### src/rtl/fact_ctrl.sv
// ---------------------------------------------------------------------------
// fact_ctrl
//   Control FSM for the factorial datapath. Accepts an operand from the host
//   over a ready/valid handshake and sequences the datapath init/done strobes.
//   It watches the datapath busy flag, captures the final product and returns
//   it to the host over a second ready/valid handshake, with an error flag
//   for overflow (n > MAX_N) or a stuck datapath (timeout).
//
// Parameters
//   SIZE    : operand/result width, must match the datapath
//   MAX_N   : largest operand whose factorial fits in SIZE bits
//   TIMEOUT : maximum number of cycles spent in RUN before aborting
//
// Ports
//   clk        : rising-edge clock
//   rst_n      : synchronous active-low reset
//   in_valid   : host presents an operand
//   in_n       : operand n
//   in_ready   : block can accept an operand
//   out_valid  : result available
//   out_result : n!, or 0 on error
//   out_err    : overflow or timeout
//   out_ready  : host accepts the result
//   dp_n       : operand to the datapath (latched n)
//   dp_init    : one-cycle load strobe to the datapath
//   dp_done    : one-cycle strobe, datapath drives dp_result while high
//   dp_proceed : datapath busy flag (registered in the datapath)
//   dp_result  : datapath result, valid only while dp_done is high
// ---------------------------------------------------------------------------
module fact_ctrl #(
  parameter int SIZE    = 8,
  parameter int MAX_N   = 5,
  parameter int TIMEOUT = 300
) (
  input  logic            clk,
  input  logic            rst_n,
  input  logic            in_valid,
  input  logic [SIZE-1:0] in_n,
  output logic            in_ready,
  output logic            out_valid,
  output logic [SIZE-1:0] out_result,
  output logic            out_err,
  input  logic            out_ready,
  output logic [SIZE-1:0] dp_n,
  output logic            dp_init,
  output logic            dp_done,
  input  logic            dp_proceed,
  input  logic [SIZE-1:0] dp_result
);

  localparam int WCNT_W = $clog2(TIMEOUT + 1);

  typedef enum logic [2:0] {
    FLUSH   = 3'd0,
    IDLE    = 3'd1,
    INIT    = 3'd2,
    RUN     = 3'd3,
    CAPTURE = 3'd4,
    DONE    = 3'd5,
    OUT     = 3'd6
  } state_e;

  state_e            state_q, state_d;
  logic [SIZE-1:0]   n_q, n_d;
  logic [WCNT_W-1:0] wcnt_q, wcnt_d;
  logic              to_q, to_d;
  logic [SIZE-1:0]   out_result_q, out_result_d;
  logic              out_err_q, out_err_d;
  logic              in_ready_q, in_ready_d;
  logic              out_valid_q, out_valid_d;
  logic              dp_init_q, dp_init_d;
  logic              dp_done_q, dp_done_d;

  // All outputs are registered so that reset forces every strobe low at the
  // reset edge, independent of which state the FSM lands in.
  always_ff @(posedge clk) begin
    if (!rst_n) begin
      state_q      <= FLUSH;
      n_q          <= '0;
      wcnt_q       <= '0;
      to_q         <= 1'b0;
      out_result_q <= '0;
      out_err_q    <= 1'b0;
      in_ready_q   <= 1'b0;
      out_valid_q  <= 1'b0;
      dp_init_q    <= 1'b0;
      dp_done_q    <= 1'b0;
    end else begin
      state_q      <= state_d;
      n_q          <= n_d;
      wcnt_q       <= wcnt_d;
      to_q         <= to_d;
      out_result_q <= out_result_d;
      out_err_q    <= out_err_d;
      in_ready_q   <= in_ready_d;
      out_valid_q  <= out_valid_d;
      dp_init_q    <= dp_init_d;
      dp_done_q    <= dp_done_d;
    end
  end

  // Next-state logic, plus the operand latch, RUN wait counter and the
  // timeout flag that tells DONE not to overwrite the error result.
  always_comb begin
    state_d = state_q;
    n_d     = n_q;
    wcnt_d  = wcnt_q;
    to_d    = to_q;
    unique case (state_q)
      FLUSH: begin
        // First FLUSH cycle raises dp_done; the second one moves on.
        if (dp_done_q) state_d = IDLE;
      end
      IDLE: begin
        if (in_valid) begin
          n_d  = in_n;
          to_d = 1'b0;
          if (in_n > SIZE'(MAX_N))   state_d = OUT;
          else if (in_n <= SIZE'(1)) state_d = OUT;
          else                       state_d = INIT;
        end
      end
      INIT: begin
        state_d = RUN;
        wcnt_d  = '0;
      end
      RUN: begin
        wcnt_d = wcnt_q + WCNT_W'(1);
        // The busy flag is ignored for two cycles: it may still show the
        // value it had before the init strobe reached the datapath.
        if (!dp_proceed && (wcnt_q >= WCNT_W'(2))) begin
          state_d = CAPTURE;
        end else if (wcnt_q == WCNT_W'(TIMEOUT - 1)) begin
          to_d    = 1'b1;
          state_d = DONE;
        end
      end
      CAPTURE: state_d = DONE;
      DONE:    state_d = OUT;
      OUT: begin
        if (out_ready) state_d = IDLE;
      end
      default: state_d = FLUSH;
    endcase
  end

  // Output logic: strobes decode the upcoming state so they line up with the
  // state register; result and error are loaded only at the points where a
  // job's outcome becomes known.
  always_comb begin
    in_ready_d   = (state_d == IDLE);
    out_valid_d  = (state_d == OUT);
    dp_init_d    = (state_d == INIT);
    dp_done_d    = (state_d == DONE) || ((state_q == FLUSH) && !dp_done_q);
    out_result_d = out_result_q;
    out_err_d    = out_err_q;
    if ((state_q == IDLE) && in_valid) begin
      if (in_n > SIZE'(MAX_N)) begin
        out_result_d = '0;
        out_err_d    = 1'b1;
      end else if (in_n <= SIZE'(1)) begin
        out_result_d = SIZE'(1);
        out_err_d    = 1'b0;
      end
    end else if ((state_q == RUN) && (state_d == DONE)) begin
      out_result_d = '0;
      out_err_d    = 1'b1;
    end else if ((state_q == DONE) && !to_q) begin
      out_result_d = dp_result;
      out_err_d    = 1'b0;
    end
  end

  assign in_ready   = in_ready_q;
  assign out_valid  = out_valid_q;
  assign out_result = out_result_q;
  assign out_err    = out_err_q;
  assign dp_n       = n_q;
  assign dp_init    = dp_init_q;
  assign dp_done    = dp_done_q;

endmodule

### config.mk
export PLATFORM = sky130hd
export DESIGN_NAME = fact_ctrl
export DESIGN_NICKNAME = d
export VERILOG_FILES = /design/src/rtl/fact_ctrl.sv
export SDC_FILE = /design/constraint.sdc
export NUM_CORES = 1
export LEC_CHECK = 0
export ABC_CLOCK_PERIOD_IN_PS = 2450
export BUFFER_PORTS_ARGS = -buffer_cell sky130_fd_sc_hd__clkbuf_2
export CAP_MARGIN = 0
export CORE_ASPECT_RATIO = 2
export CORE_MARGIN = 2
export CORE_UTILIZATION = 50
export CTS_CLUSTER_DIAMETER = 120
export DETAILED_ROUTE_END_ITERATION = 8
export PLACE_DENSITY_LB_ADDON = 0.12
export SYNTH_ARGS = -nofsm -noshare
export SYNTH_HDL_FRONTEND = slang
export SYNTH_SLANG_ARGS = --single-unit
### constraint.sdc
create_clock -name clk -period 2.45 [get_ports clk]
set_clock_uncertainty 0.15 [all_clocks]
set_input_delay 0.49 -clock clk [delete_from_list [all_inputs] [get_ports clk]]
set_output_delay 0.49 -clock clk [all_outputs]
set_load 0.01 [all_outputs]
==> flow_metrics.tcl, run 1 <==
set metrics [dict create \
    r2r-start "state_q[0]" \
    grt_pass1_vias 1402 \
    final_hold_viol_count 0 \
    portBuffers 41 \
    grt_setup_unrepaired "false" \
    hold_path_class "input port to flip-flop" \
    synth_area_um2 1662 \
    die_x_um 44.76 \
    drtIter0Drc 26 \
    reg2reg_setup_slack_ns 0.42 \
    grt_pass1_wl_mm 6.058 \
    worstSetupEndpointType "flip-flop" \
    cp_slowest_cell "o32ai_4" \
    worstPathMaxFanout 12 \
    layout_worst_path_cycle_share 0.8292 \
    final_antenna_net_count 0 \
    drtPass1Iterations 5 \
    cap_viol_max_count 0 \
    whs_endpoint "out_result[1]" \
    timing.final.ws_setup_ns 0.4185 \
    critPathLaunch "state_q[0]" \
    fin_crit_ns 2.031 \
    syn-num-nets 215 \
    postLayoutCoreUtil 0.6425 \
    p_leak_nw 0.8757 \
    tns_ns 0 \
    critPathBufInv 1 \
    nets 259 \
    timing.rr.end "out_result[7]" \
    ys_types 45 \
    cts.path.max_buffers 2 \
    outcome "completed" \
    cpLargestDelayFamily "compound AO/OA/AOI/OAI gates" \
    routedWlPerCell_um 13.95 \
    crit_required_ns 2.52 \
    gp_congestion 0.7905 \
    h-tree-depth 2 \
    clkSinkCount 34 \
    synth-edff-count 0 \
    startpoint_type "flip-flop" \
    area_delta_synth_final_pct 22.06 \
    cts_setup_buffers 0 \
    grt_usage 0.2158 \
    cp_cell_sequence "nand4bb_1, buf_4, o32ai_4, mux2i_1" \
    setup_violations 0 \
    clk_latency_ns 0.30 \
    layout-drive-gt1-share 0.2658 \
    slowest_delay_ns 0.54 \
    root_buffer "clkbuf_8" \
    antenna_found_initial 0 \
    worstMarginPinSlew_ns 0.5455 \
    cp.arrival_ns 2.10 \
    drc 0 \
    hp-start "dp_result[1]" \
    synth_ff_type "dfxtp_1" \
    yosys_register_bits 34 \
    power_mw 1.892 \
    ys_warn_count 0 \
    num_vias 1498 \
    cts_tree "done" \
    initial_core_util 0.5264 \
    design_area_um2 2028 \
    routed_via_density 5.590 \
    ctsHoldBuffers 0 \
    p_per_area_nw_per_um2 932.9 \
    antenna_cells 0 \
    slew_violations 0 \
    worstSetupPathType "flip-flop to flip-flop" \
    wl_mm 3.739 \
    ys_seq_area_frac 0.4096 \
    r2r_cells 4 \
    layout_common_cells "41 x nand2_1, 41 x clkbuf_2, 34 x dfxtp_1, 12 x nor2_1, 12 x a21boi_0" \
    grt_overflow 0 \
    max_slew_margin 0.6363 \
    ir_worst_vdd_mv 0.6442 \
    num_rows 29 \
    placed_cell_area_um2 1891 \
    die-area_um2 3828 \
    hpwl_mm 2.970 \
    die_h_um 85.53 \
    async_flop_share 0 \
    coreArea_um2 3157 \
    place_ws_ns 0.3058 \
    synth.avg_cell_area_um2 8.654 \
    hold_path_depth 3 \
    num_io_pins 42 \
    cts.repair.resized 0 \
    postSynthCellCount 192 \
    cts.clk_slew.worst_paths_ns 0.08 \
    grt_max_degree 21 \
    cts_buffers 5 \
    clock.fmax_mhz 492.3 \
]
## cells by family after synthesis
logic type,share of synthesized area
AOI/OAI and AO/OA,0.1770
adders and majority gates,0.01506
DFF,0.4096
xor gates and xnor gates,0.01582
muxes,0.04819
buffers and inverters,0.02936
and+or+nand+nor,0.3050
## worst max-delay path by stage
stage	endpoint	slack, ns	depth (start not counted)
2_1_floorplan	out_result[0]	0.63	4
3_3_place_gp	out_result[5]	0.45	5
3_5_place_dp	out_result[7]	0.31	5
4_1_cts	out_result[7]	0.39	4
5_1_grt	out_result[7]	0.26	4
6_report	out_result[7]	0.42	4
## synth_stat cells (2+ instances only)
cell,instances,area (um2)
a31oi_1,2,12.51
and2_4,2,17.52
nand2b_1,3,18.77
nor2b_1,6,37.54
xnor2_1,2,17.52
and2b_1,2,15.01
a21boi_0,12,90.09
nor2_1,12,45.04
nor3_1,2,10.01
o21ai_0,9,45.04
a21oi_1,8,40.04
nor4_2,2,25.02
buf_2,3,15.01
ha_1,2,25.02
and4_1,2,17.52
inv_1,3,11.26
clkbuf_1,3,11.26
o22ai_1,2,12.51
nand2_1,41,153.9
dfxtp_1,34,680.7
o21a_1,3,22.52
nand3_1,6,30.03
mux2i_1,8,80.08
and3_1,2,12.51
## power breakdown
part | switching (mW) | internal, mW | total (mW)
combinational | 0.294 | 0.269 | 0.563
clock | 0.217 | 0.407 | 0.624
sequential | 0.0724 | 0.633 | 0.705
total | 0.583 | 1.31 | 1.89
## through the flow
stage	instances	hold slack (ns)
global placement	260	0.2988
floorplan	192	0.2902
CTS	268	0.2684
detailed placement	260	0.3034
finish	268	0.2719
global route	268	0.2720
## worst reg2reg max path: cells and delay by family (launching register included)
family                 cells  cell delay, ns
AND/OR/NAND/NOR            1            0.23
buffers and inverters      1            0.23
AO/OA/AOI/OAI              1            0.54
flip-flops                 1            0.53
multiplexers               1            0.27
## sequential cells by signal (all words and copies together), names as in the netlist
signal and count:
in_ready 1, wcnt_q 9, dp_init 1, out_err 1
dp_n 8, to_q 1, out_result 8, state_q 3
out_valid 1, dp_done 1
## routing by layer
metal  vias to the layer above  global-route usage  wire (um)
li1                        754                   -          -
met5                         -                   0          0
met2                        37              0.4058       2190
met4                         0             0.09917         74
met3                         7             0.05263        167
met1                       700              0.2019       1307
## area by class of cell
class                   instances  area [um2]
clock buffers                   5       68.82
clock inverters                 3       68.82
fillers                       281        1129
inverters                       3       11.26
multi-input cells             148       932.1
flip-flops and latches         34       680.7
well taps                      31       38.79
repair buffers                 44       227.7
(Power assumes the default switching activity.)
==> inputs of run 2 (changes only) <==
ABC_CLOCK_PERIOD_IN_PS = 1750   (was 2450)
CORE_UTILIZATION = 47   (was 50)
clock period = 1.75 ns   (was 2.45 ns; I/O delays follow)
==> run 2 against run 1 <==
The run now ends with negative setup slack left. Hold slack worse by 0.14 ns. Count of clock-buffer cells in the layout up 2. Core utilization up 4.5 points. Die area increased by 5.9%. Final area grew 14%. Critical path type unchanged. Highest routed layer unchanged.
==> flow_metrics.tcl, run 2 (synthesis results as in run 1) <==
set metrics [dict create \
    outcome "complete, but fails checks" \
    failed_checks "negative setup slack" \
    p_per_area_nw_per_um2 1133 \
    layout_worst_path_cycle_share 1.064 \
    cts_buffers 5 \
    design_area_um2 2322 \
    antenna_cells 0 \
    drc 0 \
    clk_latency_ns 0.29 \
    placed_cell_area_um2 2116 \
    ctsHoldBuffers 0 \
    grt_setup_unrepaired "true" \
    routedWlPerCell_um 14.75 \
    regMostFlops "wcnt_q" \
    timing.final.ws_setup_ns -0.1127 \
    combPwrFrac 0.411 \
    num_io_pins 42 \
    final_antenna_net_count 0 \
    root_buffer "clkbuf_8" \
    cp.arrival_ns 1.88 \
    nets 289 \
    place_ws_ns -0.1360 \
    p_int_mw 1.752 \
    cap_viol_max_count 0 \
    die_x_um 46.05 \
    grt_max_degree 17 \
    portBuffers 41 \
    clock.fmax_mhz 536.8 \
    antenna_found_initial 0 \
    slowest_delay_ns 0.36 \
    p_sw_frac 0.3340 \
    cts_tree "done" \
    p_leak_nw 1.028 \
    die-area_um2 4056 \
    die_h_um 88.09 \
    worstSetupPathType "flip-flop to flip-flop" \
    hold_path_class "input port to flip-flop" \
    cts.clk_slew.worst_paths_ns 0.07 \
    routed_via_density 5.609 \
    crit_required_ns 1.77 \
    cp_slowest_cell "dfxtp_4" \
    grt_pass1_vias 1690 \
    layout-drive-gt1-share 0.4007 \
    startpoint_type "flip-flop" \
    slew_violations 0 \
    grt_pass1_wl_mm 7.065 \
    num_rows 30 \
    tns_ns -0.7936 \
    ir_worst_vdd_mv 0.7671 \
    worstMarginPinSlew_ns 0.4015 \
    cpLargestDelayFamily "simple AND/OR/NAND/NOR gates" \
    grt_overflow 0 \
    initial_core_util 0.4919 \
    wl_mm 4.409 \
    power_switching_mw 0.8784 \
    cts.path.max_buffers 2 \
    max_slew_margin 0.7295 \
    h-tree-depth 2 \
    final_hold_viol_count 0 \
    dp_cells 286 \
    critPathBufInv 2 \
    cp_cell_sequence "buf_6, nor4_4, a21o_1, and4_4, o32ai_4, buf_12, mux2i_2" \
    largest_reg_flops 9 \
    clkPwrFrac 0.222 \
    area_delta_synth_final_pct 39.76 \
    coreArea_um2 3378 \
    grt_usage 0.2369 \
    layout_common_cells "41 x nand2_1, 41 x clkbuf_2, 30 x dfxtp_1, 30 x buf_4, 11 x nor2_1" \
    num_vias 1677 \
    seqPwrFrac 0.367 \
    clkSinkCount 34 \
    worstPathMaxFanout 7 \
    worstSetupEndpointType "flip-flop" \
    fin_cells 299 \
    setup_violations 11 \
    hpwl_mm 3.379 \
    drtPass1Iterations 6 \
    drtIter0Drc 34 \
    postLayoutCoreUtil 0.6874 \
    fin_crit_ns 1.863 \
    gp_congestion 0.8148 \
]
## run 2: cell types whose count changed in the layout (fill, tap and decap cells not counted), moves of 3 or more
| cell | before | now |
|---|---|---|
| buf_4 | 3 | 30 |
| dfxtp_1 | 34 | 30 |
| a21boi_0 | 12 | 9 |
| a21boi_1 | 0 | 3 |
## run 2: area by class of cell
type,count,area [um2]
multi-input combinational,148,1016
inverter,3,11.26
fill,267,1056
tap,32,40.04
clock inverter,1,5.005
timing repair buffer,74,473.0
clock buffer,7,86.33
sequential,34,690.7
## run 2: worst paths after layout
kind           startpoint            end  slack, ns  cells past startpoint
max             wcnt_q[1]  out_result[6]      -0.11                      7
max reg2reg     wcnt_q[1]  out_result[6]      -0.11                      7
min reg2reg          to_q           to_q       0.31                      2
min          dp_result[3]  out_result[3]       0.14                      3
## run 2: per-stage QoR
| stage | hold slack, ns | total power, mW |
|---|---|---|
| 6_report | 0.1369 | 2.630 |
| 3_5_place_dp | 0.3078 | 1.966 |
| 4_1_cts | 0.1320 | 2.590 |
| 5_1_grt | 0.1515 | 2.783 |
| 2_1_floorplan | 0.2902 | 1.579 |
| 3_3_place_gp | 0.2967 | 1.933 |
## run 2: routing by layer
metal	GRT usage	routed length, um	vias to the layer above
li1	-	-	817
met1	0.1992	1491	810
met2	0.4735	2645	40
met3	0.05773	149	10
met4	0.09610	123	0
met5	0	0	-
## run 2: power groups by stage
| stage | clock, mW | sequential, mW | combinational (mW) |
|---|---|---|---|
| detailed placement | 0 | 0.980 | 0.986 |
| global placement | 0 | 0.973 | 0.960 |
| finish | 0.585 | 0.965 | 1.08 |
| CTS | 0.603 | 0.963 | 1.02 |
| global route | 0.638 | 0.978 | 1.17 |
| floorplan | 0 | 0.999 | 0.580 |
## run 2: worst min-delay path: cells and delay by family
| family | cells | cell delay, ns |
|---|---|---|
| mux | 1 | 0.05 |
| buf+inv | 1 | 0.08 |
| simple gates | 1 | 0.04 |
## run 2: timing repair
| action | CTS | global route |
|---|---|---|
| setup buffers | 4 | 3 |
| setup endpoints to repair | 14 | 14 |
| pin swaps | 7 | 3 |
| resized for setup | 12 | 8 |
==> inputs of run 3 (changes only) <==
ABC_AREA = 1   (was unset)
==> run 3 against run 2 <==
The flow now finishes without violations. Combinational power increased by 23%. First-iteration DRC count shrank 35%. Clock power rose by 21%. Die area is 0.77% higher. Largest cell class unchanged. Via count is 3.8% lower. Largest power group unchanged. Non-clock buffer count decreased by 18.
==> flow_metrics.tcl, run 3 <==
set metrics [dict create \
    yosys_register_bits 34 \
    hold_path_class "input port to flip-flop" \
    synth_most_common_cell "nand2_1" \
    crit_required_ns 1.77 \
    antenna_cells 0 \
    hold-worst-slack_ns 0.1473 \
    num_vias 1613 \
    cts.path.max_buffers 2 \
    cts.clk_slew.worst_paths_ns 0.07 \
    largest_reg_flops 9 \
    syn-num-nets 239 \
    hp-start "in_n[6]" \
    nets 300 \
    ys_types 34 \
    synth_ff_type "dfxtp_1" \
    grt_pass1_wl_mm 6.161 \
    grt_usage 0.2075 \
    hpwl_mm 2.938 \
    startpoint_type "flip-flop" \
    worstSetupPathType "flip-flop to flip-flop" \
    clkSinkCount 34 \
    worstMarginPinSlew_ns 0.3245 \
    ys_warn_count 0 \
    cts_buffers 5 \
    ir_worst_vdd_mv 1.048 \
    layout-drive-gt1-share 0.4101 \
    cap_viol_max_count 0 \
    num_io_pins 42 \
    max_slew_margin 0.7831 \
    fin_crit_ns 1.707 \
    portBuffers 41 \
    layout_common_cells "41 x clkbuf_2, 30 x nor2_1, 29 x nand2_1, 29 x dfxtp_1, 18 x inv_1" \
    async_flop_share 0 \
    ys_seq_area_frac 0.4063 \
    antenna_found_initial 0 \
    yosys-top-cells-area "dfxtp_1 41%, nand2_1 7.8%, nor2_1 7.2%" \
    yosysTopAreaCell "dfxtp_1" \
    reg2reg_setup_slack_ns 0.04 \
    timing.rr.end "out_result[0]" \
    design_area_um2 2255 \
    dp_cells 315 \
    gp_congestion 0.8123 \
    fillers 310 \
    cts_tree "done" \
    setup_violations 0 \
    p_leak_nw 0.9686 \
    fin_cells 326 \
    final_hold_viol_count 0 \
    die_h_um 88.44 \
    die-area_um2 4087 \
    grt_setup_unrepaired "true" \
    p_per_area_nw_per_um2 1376 \
    wl_mm 3.894 \
    synth.avg_cell_area_um2 7.756 \
    placed_cell_area_um2 2022 \
    layout_worst_path_cycle_share 0.9754 \
    initial_core_util 0.4905 \
    cp.arrival_ns 1.73 \
    layout_commonest_cell "clkbuf_2" \
    die_x_um 46.22 \
    postLayoutCoreUtil 0.6601 \
    regMostFlops "wcnt_q" \
    num_rows 30 \
    tns_ns 0 \
    routed_via_density 4.948 \
    h-tree-depth 2 \
    whs_endpoint "dp_n[6]" \
    drc 0 \
    drtPass1Iterations 5 \
    outcome "completed" \
    routedWlPerCell_um 11.94 \
    synth_top_area_frac 0.4063 \
    hold_path_depth 3 \
    clk_latency_ns 0.29 \
    clock.fmax_mhz 585.9 \
    r2r-start "wcnt_q[0]" \
    grt_pass1_vias 1479 \
    grt_max_degree 17 \
    drtIter0Drc 22 \
    root_buffer "clkbuf_8" \
    grt_overflow 0 \
    synth_area_um2 1675 \
    synth-edff-count 0 \
    slew_violations 0 \
    area_delta_synth_final_pct 34.58 \
    synth_common_cells "35 x nand2_1, 34 x dfxtp_1, 32 x nor2_1" \
    worstSetupEndpointType "flip-flop" \
    final_antenna_net_count 0 \
    worstPathMaxFanout 6 \
    r2r_cells 10 \
    postSynthCellCount 216 \
    coreArea_um2 3416 \
]
[run 3: cell types whose count changed after synthesis, sizes merged, moves of 5 or more]
cell	previous run	this run
a21boi	12	0
nor2	13	33
nand3	6	11
a21oi	8	20
nand2	41	48
inv	3	22
nand4	1	12
mux2i	8	0
nor2b	6	0
[run 3: what timing repair did]
| item | 4_1_cts | 5_1_grt |
|---|---|---|
| hold buffers | 0 | 0 |
| setup endpoints to repair | 0 | 16 |
| setup buffers | 0 | 1 |
| gates resized for setup | 0 | 28 |
[run 3: logic make-up after synthesis]
| kind of cell | count (synthesis) | synth area share |
|---|---|---|
| flops | 34 | 0.4063 |
| compound gates | 40 | 0.1479 |
| simple gates | 113 | 0.3622 |
| xor+xnor | 1 | 0.005229 |
| fa+ha+maj | 2 | 0.01493 |
| buf+inv | 26 | 0.06348 |
[run 3: final cells by class]
| class | instances | area [um2] | area share |
|---|---|---|---|
| Tap cell | 48 | 60.06 | 0.02664 |
| Clock buffer | 6 | 72.57 | 0.03219 |
| Clock inverter | 2 | 37.54 | 0.01665 |
| Timing Repair Buffer | 56 | 321.6 | 0.1426 |
| Sequential cell | 34 | 691.9 | 0.3069 |
| Inverter | 22 | 85.08 | 0.03774 |
| Multi-Input combinational cell | 158 | 985.9 | 0.4373 |
[run 3: power breakdown]
part,leakage (nW),switching (mW),internal (mW)
combinational,0.638,0.791,0.541
clock,0.0514,0.285,0.425
sequential,0.279,0.115,0.946
total,0.969,1.19,1.91
[run 3: metrics by stage]
step / worst slack (ns) / power [mW]
2_1_floorplan: 0.03131 / 1.886
3_3_place_gp: 0.01871 / 2.261
3_5_place_dp: -0.01144 / 2.281
4_1_cts: 0.00006650 / 3.001
5_1_grt: -0.06643 / 3.316
6_report: 0.04309 / 3.103
[run 3: how the worst max path moves through the flow]
| stage | from | end | slack [ns] | cells after the start |
|---|---|---|---|---|
| 3_5_place_dp | in_n[4] | out_result[7] | -0.01 | 10 |
| 6_report | wcnt_q[0] | out_result[0] | 0.04 | 10 |
| 5_1_grt | wcnt_q[1] | out_result[3] | -0.07 | 9 |
| 4_1_cts | wcnt_q[1] | out_result[7] | 0.00007 | 10 |
| 3_3_place_gp | in_n[4] | out_result[6] | 0.02 | 10 |
| 2_1_floorplan | wcnt_q[1] | out_result[3] | 0.03 | 10 |
[run 3: critical path, cell delays in order, from the launching register on]
cell and delay, ns:
dfxtp_4 0.37, inv_2 0.06, ha_4 0.15, nor3_2 0.16, nand2_2 0.11, nand3_4 0.10, nand3_4 0.14, nand2_8 0.14
nand2_4 0.09, nand2_2 0.06, a21oi_1 0.05
[run 3: routing by layer]
layer	GRT usage	up-vias	wire [um]
met4	0.1169	0	119
li1	-	846	-
met5	0	-	0
met2	0.3826	41	2175
met1	0.1954	716	1455
met3	0.04490	10	144
